**src/rtl/semeion_pkg.sv**
```systemverilog
// Shared types and constants for the Semeion classifier datapath.
package semeion_pkg;

    localparam int unsigned SIZE        = 41;
    localparam int unsigned ACT_W       = 2 * SIZE;
    localparam int unsigned NUM_CLASSES = 10;
    localparam int unsigned IDX_W       = 4;

    typedef enum logic {
        IDLE = 1'b0,
        SCAN = 1'b1
    } state_e;

    typedef logic [ACT_W-1:0] act_t;

endpackage

```
**src/rtl/signed_gt.sv**
```systemverilog
// Combinational two's-complement strictly-greater comparator: gt_o = (a_i > b_i).
module signed_gt #(
    parameter int unsigned W = semeion_pkg::ACT_W
) (
    input  logic [W-1:0] a_i,
    input  logic [W-1:0] b_i,
    output logic         gt_o
);

    assign gt_o = $signed(a_i) > $signed(b_i);

endmodule

```
**src/rtl/layer_2_argmax.sv**
```systemverilog
// Captures the ten layer-2 activations and scans them one signed compare per
// cycle, reporting the lowest-index maximum with a one-cycle done pulse.
module layer_2_argmax #(
    parameter int unsigned SIZE        = semeion_pkg::SIZE,
    parameter int unsigned NUM_CLASSES = semeion_pkg::NUM_CLASSES
) (
    input  logic                clk,
    input  logic                reset,
    input  logic                load,
    input  logic [2*SIZE-1:0]   layer_2_act_1,
    input  logic [2*SIZE-1:0]   layer_2_act_2,
    input  logic [2*SIZE-1:0]   layer_2_act_3,
    input  logic [2*SIZE-1:0]   layer_2_act_4,
    input  logic [2*SIZE-1:0]   layer_2_act_5,
    input  logic [2*SIZE-1:0]   layer_2_act_6,
    input  logic [2*SIZE-1:0]   layer_2_act_7,
    input  logic [2*SIZE-1:0]   layer_2_act_8,
    input  logic [2*SIZE-1:0]   layer_2_act_9,
    input  logic [2*SIZE-1:0]   layer_2_act_10,
    output logic [3:0]          class_index,
    output logic [2*SIZE-1:0]   max_value,
    output logic                done,
    output logic                busy,
    output logic                overrun
);

    import semeion_pkg::*;

    localparam int unsigned AW = 2 * SIZE;
    localparam logic [IDX_W-1:0] LAST = IDX_W'(NUM_CLASSES - 1);

    typedef logic [AW-1:0] word_t;

    word_t             acts [NUM_CLASSES];
    word_t             bank_q [NUM_CLASSES];
    state_e            state_q, state_d;
    logic [IDX_W-1:0]  ptr_q, ptr_d;
    word_t             best_val_q, best_val_d;
    logic [IDX_W-1:0]  best_idx_q, best_idx_d;
    logic [IDX_W-1:0]  cls_q, cls_d;
    word_t             max_q, max_d;
    logic              done_q, done_d;
    logic              busy_q, busy_d;
    logic              overrun_q, overrun_d;
    logic              capture;
    word_t             cand;
    logic              gt;

    always_comb begin
        acts[0] = layer_2_act_1;
        acts[1] = layer_2_act_2;
        acts[2] = layer_2_act_3;
        acts[3] = layer_2_act_4;
        acts[4] = layer_2_act_5;
        acts[5] = layer_2_act_6;
        acts[6] = layer_2_act_7;
        acts[7] = layer_2_act_8;
        acts[8] = layer_2_act_9;
        acts[9] = layer_2_act_10;
    end

    assign cand = bank_q[ptr_q];

    signed_gt #(.W(AW)) u_gt (
        .a_i  (cand),
        .b_i  (best_val_q),
        .gt_o (gt)
    );

    always_comb begin
        state_d    = state_q;
        ptr_d      = ptr_q;
        best_val_d = best_val_q;
        best_idx_d = best_idx_q;
        cls_d      = cls_q;
        max_d      = max_q;
        done_d     = 1'b0;
        busy_d     = busy_q;
        overrun_d  = overrun_q;
        capture    = 1'b0;
        case (state_q)
            IDLE: begin
                if (load) begin
                    capture    = 1'b1;
                    best_val_d = acts[0];
                    best_idx_d = '0;
                    ptr_d      = IDX_W'(1);
                    busy_d     = 1'b1;
                    state_d    = SCAN;
                end
            end
            SCAN: begin
                if (load) overrun_d = 1'b1;
                if (gt) begin
                    best_val_d = cand;
                    best_idx_d = ptr_q;
                end
                ptr_d = ptr_q + IDX_W'(1);
                // Final compare result is forwarded straight into the output registers.
                if (ptr_q == LAST) begin
                    cls_d   = best_idx_d;
                    max_d   = best_val_d;
                    done_d  = 1'b1;
                    busy_d  = 1'b0;
                    ptr_d   = '0;
                    state_d = IDLE;
                end
            end
            default: state_d = IDLE;
        endcase
    end

    always_ff @(posedge clk or posedge reset) begin
        if (reset) begin
            state_q    <= IDLE;
            ptr_q      <= '0;
            best_val_q <= '0;
            best_idx_q <= '0;
            cls_q      <= '0;
            max_q      <= '0;
            done_q     <= 1'b0;
            busy_q     <= 1'b0;
            overrun_q  <= 1'b0;
        end else begin
            state_q    <= state_d;
            ptr_q      <= ptr_d;
            best_val_q <= best_val_d;
            best_idx_q <= best_idx_d;
            cls_q      <= cls_d;
            max_q      <= max_d;
            done_q     <= done_d;
            busy_q     <= busy_d;
            overrun_q  <= overrun_d;
        end
    end

    always_ff @(posedge clk or posedge reset) begin
        if (reset) begin
            for (int unsigned i = 0; i < NUM_CLASSES; i++) bank_q[i] <= '0;
        end else if (capture) begin
            for (int unsigned i = 0; i < NUM_CLASSES; i++) bank_q[i] <= acts[i];
        end
    end

    assign class_index = cls_q;
    assign max_value   = max_q;
    assign done        = done_q;
    assign busy        = busy_q;
    assign overrun     = overrun_q;

endmodule

```
**config.mk**
```make
export PLATFORM = sky130hd
export DESIGN_NAME = layer_2_argmax
export DESIGN_NICKNAME = d
export VERILOG_FILES = /design/src/rtl/semeion_pkg.sv /design/src/rtl/signed_gt.sv /design/src/rtl/layer_2_argmax.sv
export SDC_FILE = /design/constraint.sdc
export NUM_CORES = 2
export LEC_CHECK = 0
export ABC_AREA = 1
export BUFFER_PORTS_ARGS = -buffer_cell sky130_fd_sc_hd__buf_2
export CAP_MARGIN = 20
export CORE_AREA = 8 8 347 349
export DETAILED_ROUTE_END_ITERATION = 7
export DIE_AREA = 0 0 355 357
export SLEW_MARGIN = 10
export SYNTH_ARGS = -nofsm -noshare
export SYNTH_HDL_FRONTEND = slang
export SYNTH_SLANG_ARGS = --single-unit
```
**constraint.sdc**
```tcl
create_clock -name clk -period 85.2 [get_ports clk]
set_clock_uncertainty 0.2 [all_clocks]
set_input_delay 4.26 -clock clk [delete_from_list [all_inputs] [get_ports clk]]
set_output_delay 4.26 -clock clk [all_outputs]
set_load 0.02 [all_outputs]
```
==> Word level (Yosys, flattened, before mapping) <==
Index checks and enable logic that the tools add are counted.
{ "op_classes": {"n_reduce_logical": 3, "bitwise": 2, "muxes": 21, "n_eq_ne": 3, "magnitude_cmp": 2, "add_sub_neg": 1} }
{ "op_table": {"columns": ["cell", "n"], "rows": [
  ["binary-select mux 82 bit (select 4 bit)", 1],
  ["two-way mux 82 bit", 4],
  ["case mux 82 bit (2 select lines)", 1],
  ["greater-than comparator 82 bit", 1],
  ["two-way mux 4 bit", 4],
  ["case mux 4 bit (2 select lines)", 2],
  ["two-way mux 1 bit", 7],
  ["AND reduction 2 bit", 3],
  [">= comparator 5 bit, second input constant", 1],
  ["NOT 4 -> 5 bit", 1],
  ["adder 4 x 1 -> 4 bit, second input constant", 1],
  ["equality test 4 bit, second input constant", 1],
  ["case mux 1 bit (2 select lines)", 2],
  ["inequality test 2 x 1 -> 1 bit, second input constant", 1],
  ["inequality test 2 bit, second input constant", 1],
  ["NOT 1 bit", 1]
]} }
{ "word_totals": {"out_inout_bits": 89, "reg_bits": 1000, "elab_cells": 51, "inputBits": 823} }

==> Longest topological paths before layout <==
{ "logic_depth": {"ltp_word": 7, "depth_mapped": 28, "mapped_depth_nobuf": 24} }

==> Hierarchy <==
From an unflattened synthesis, not the netlist that was laid out.
{ "unflattened": {"cells_unflattened": 6771, "hier_area_um2": 49792.8} }
{ "modules_own_cells": {"columns": ["module", "cells_per_inst", "seq_area_each_um2", "area_each_um2", "instances"], "rows": [
  ["layer_2_argmax", 6374, 25024.0, 47473.0, 1],
  ["signed_gt", 397, 0.0, 2319.7, 1]
]} }

==> Worst setup path before layout <==
No wires, ideal clock.
{ "synth_timing": {"kind": "input port to flip-flop", "from": "input load", "to": "register bank_q[447] in the netlist's numbering", "path_stages": 7, "path_buffers": 3, "arrival_time_ns": 5.452, "setup_ns": 0.066, "slack_ns": 79.482, "cell_sequence": "inv_1 -> nor2_1 -> clkbuf_1 -> clkbuf_1 -> clkbuf_1 -> nand2_1 -> nand2_1"} }
{ "synth_via": {"elab_chain_cells": 2} }
{ "synth_rtl": {"columns": ["element", "line_no", "source"], "rows": [
  ["start, declared", "layer_2_argmax.sv:9", "input logic load,"],
  ["two-way mux 1 bit", "layer_2_argmax.sv:83", "if (load) begin"],
  ["two-way mux 1 bit", "layer_2_argmax.sv:81", "case (state_q)"],
  ["end, declared", "layer_2_argmax.sv:35", "word_t bank_q [NUM_CLASSES];"]
]} }
No other way between the ends.
A chain may end at the register's enable or synchronous reset.

==> Final worst setup path <==
{ "layout_timing": {"from": "input load", "to": "register bank_q[356] in the netlist's numbering"} }
The elaborated chain is that of the path after synthesis.

==> run summary <==
Slew headroom: 29.77%
DRC: 0
Sequential cell area: 0.02504 mm2
starting density of the core: 42.33%
met2 usage: 49.76%
CP Buf/Inv Count: 7
CTS tree: done
fillers: 11508
most instantiated cells after synthesis: nand2_1 (2963), dfrtp_1 (1000), o21ai_0 (616)
Arr. time, crit path: 8.83 ns
number of global-route vias before repair: 45496
leak pwr: 31.13 nW
IO buf count: 911
Yosys top cell area share: 51.36%
die area: 0.1267 mm2
mean post-synth cell area: 7.515 um2
Final Slew Violations: 0
initial DRC count: 4231
worst IR drop on VDD: 0.00005578 V
worst skew pair latency: 0.71 ns
outcome: complete, no violations
Critical Path Slowest Stage Cell: buf_4
post-DP HPWL: 142.0 mm
Crit path largest cell delay: 0.88 ns
fmax: 119.0 MHz
initial antenna violation count: 37
gr busiest metal: met2
Distinct cells, synth: 33
worst hold path class: reg2reg
I/O pin cnt: 912
Placer Congestion: 0.9226
cts bufs inserted: 111
Power, Total: 2.619 mW
largest net degree at the start of global routing: 192
main area contributors after synthesis: dfrtp_1 (51%), nand2_1 (23%), o21ai_0 (6.3%)
Global Route Usage Sum: 30.16%
Root Buffer: clkbuf_16
Seq/Total Area, Yosys: 51.36%
most frequent CP cell: buf_4
via count: 46273
vias per cell: 5.273
buffer levels on the longest clock path: 3
endpoints failing setup: 0
met1 usage: 37.27%
Pre-antenna DRT Iters: 6
RSZ-0062 raised after global routing: no
Clock Pin Slew Worst Setup and Hold Paths: 0.06 ns
area taken by multi-input logic gates: 0.02019 mm2
H-tree levels: 3
post-cts repair resize count: 0
Post-Syn Area: 0.04872 mm2
cells along the critical path: buf_2 > inv_1 > nor2_4 > inv_8 > buf_4 > buf_4 > buf_12 > buf_4 > nand2_1 > nand2_1
Die H: 357 um
final hold vios: 0
R2R Setup Slk: 77.82 ns
setup_tns: 0 ns
crit path kind: in2reg
most common cell in the netlist: nand2_1
most used flip-flop cell after synthesis: dfrtp_1
Max-Cap Viols: 0
Routed wire per std cell: 22.61 um
CP top delay family: buffers and inverters
Post-DRT Antenna Nets: 0
Synth Instances: 6483
CP Capture Type: flip-flop
gr ovfl total: 0
postcts setup bufs: 0
Rows: 125
final period demand of the worst path: 8.401 ns
clk sinks: 1000
Synth Register Bits: 1000
DRT Wirelength: 198.4 mm
Final #Nets: 8054
Worst Hold Depth: 2
Die Width: 355 um
synthesis-to-layout area growth: 18.67%
cell taking the most area after synthesis: dfrtp_1
first-pass GRT wire length: 291.2 mm
CP required: 85.63 ns
Post-CTS Hold Buffers: 0
GR Util met3: 5.522%
Critical Path Source Type: input pin
stages on the worst setup path: 10
reg2reg path depth: 24
async set-reset flop share out of synthesis: 100.0%
area of the core: 0.1151 mm2
Critical Path Fanout Max: 180
Slew @ Worst Pin: 1.053 ns
total nets after synthesis: 7390
pwr/cell area: 45.30 mW/mm2
Ys Warns: 0
Hold WS: 0.2639 ns
Post-synth EDFFs: 0
Period Utilization, post-route: 9.861%
layout cells sized above 1: 16.00%
-- power breakdown --
group,internal (mW),switching [mW]
clock network,0.283,0.203
registers,0.710,0.126
logic,0.389,0.908
total,1.38,1.24
-- cells by family (layout without fill, tap and decap cells) --
| family | Yosys count | in the layout | share of synthesized area, % |
|---|---|---|---|
| muxes | 1 | 1 | 0.02054 |
| adders and majority gates | 84 | 84 | 2.157 |
| buffers and inverters | 921 | 1671 | 7.306 |
| DFF | 1000 | 1000 | 51.36 |
| other | 0 | 19 | 0 |
| and+or+nand+nor | 3494 | 3494 | 28.15 |
| AOI/OAI and AO/OA | 981 | 981 | 10.97 |
| xor gates and xnor gates | 2 | 2 | 0.03596 |
-- sequential cells by signal, indices dropped and copies added (netlist names) --
register / flops
bank_q: 820
busy: 1
max_value: 82
overrun: 1
done: 1
class_index: 4
state_q: 1
best_val_q: 82
best_idx_q: 4
ptr_q: 4
-- area by class of cell --
| cell class | instances | area share (%) |
|---|---|---|
| clock inverters | 29 | 0.5670 |
| clock buffers | 170 | 5.711 |
| flip-flops and latches | 1000 | 43.31 |
| well taps | 1524 | 3.298 |
| multi-input cells | 4562 | 34.91 |
| diodes | 19 | 0.08223 |
| inverters | 504 | 3.322 |
| repair buffers | 968 | 8.803 |
-- metal layers --
| metal | routed length [um] | vias up |
|---|---|---|
| met1 | 76690 | 22167 |
| met5 | 57 | - |
| met3 | 14450 | 406 |
| met4 | 12670 | 8 |
| met2 | 94560 | 1869 |
| li1 | - | 21823 |
-- per-stage QoR --
step | cell area, um2 | instances | setup slack (ns) | util (%)
after floorplan | 48720 | 6483 | 52.60 | -
after global placement | 54090 | 8556 | 76.18 | 46.99
after detailed placement | 54090 | 8556 | 76.14 | 46.99
after CTS | 57720 | 8755 | 76.87 | 50.14
after global routing | 57810 | 8772 | 76.48 | 50.22
final | 57820 | 8776 | 76.80 | 50.23
-- cells in the final DEF (no fill, tap or decap), types with 3 or more instances in the layout --
cell / instances
a21o_1: 6
a21oi_1: 190
buf_12: 5
buf_2: 911
buf_4: 50
bufinv_16: 6
clkbuf_1: 31
clkbuf_16: 113
clkbuf_8: 26
clkinv_2: 17
clkinvlp_4: 4
dfrtp_1: 996
dfrtp_4: 4
diode_2: 19
ha_1: 84
inv_1: 496
inv_8: 3
nand2_1: 2963
nand3_1: 273
nand4_1: 88
nor2_1: 156
o211ai_1: 163
o21ai_0: 616
o22ai_1: 3
-- worst paths after layout --
kind                                    startpoint                        end
setup / recovery                              load    bank_q[356]$_DFFE_PP0P_
hold / removal             bank_q[321]$_DFFE_PP0P_    bank_q[321]$_DFFE_PP0P_
setup reg to reg              ptr_q[1]$_DFFE_PP0P_  max_value[76]$_DFFE_PP0P_
hold reg to reg            bank_q[321]$_DFFE_PP0P_    bank_q[321]$_DFFE_PP0P_
max in group asynchronous                    reset     bank_q[56]$_DFFE_PP0P_
min in group asynchronous                    reset    bank_q[508]$_DFFE_PP0P_
-- worst min-delay path: cells and delay by family, from the launching register on --
kind | cells | cell delay, ns
flops | 1 | 0.34
simple gates | 2 | 0.09
Note: power is estimated with default switching activity, not from simulation.
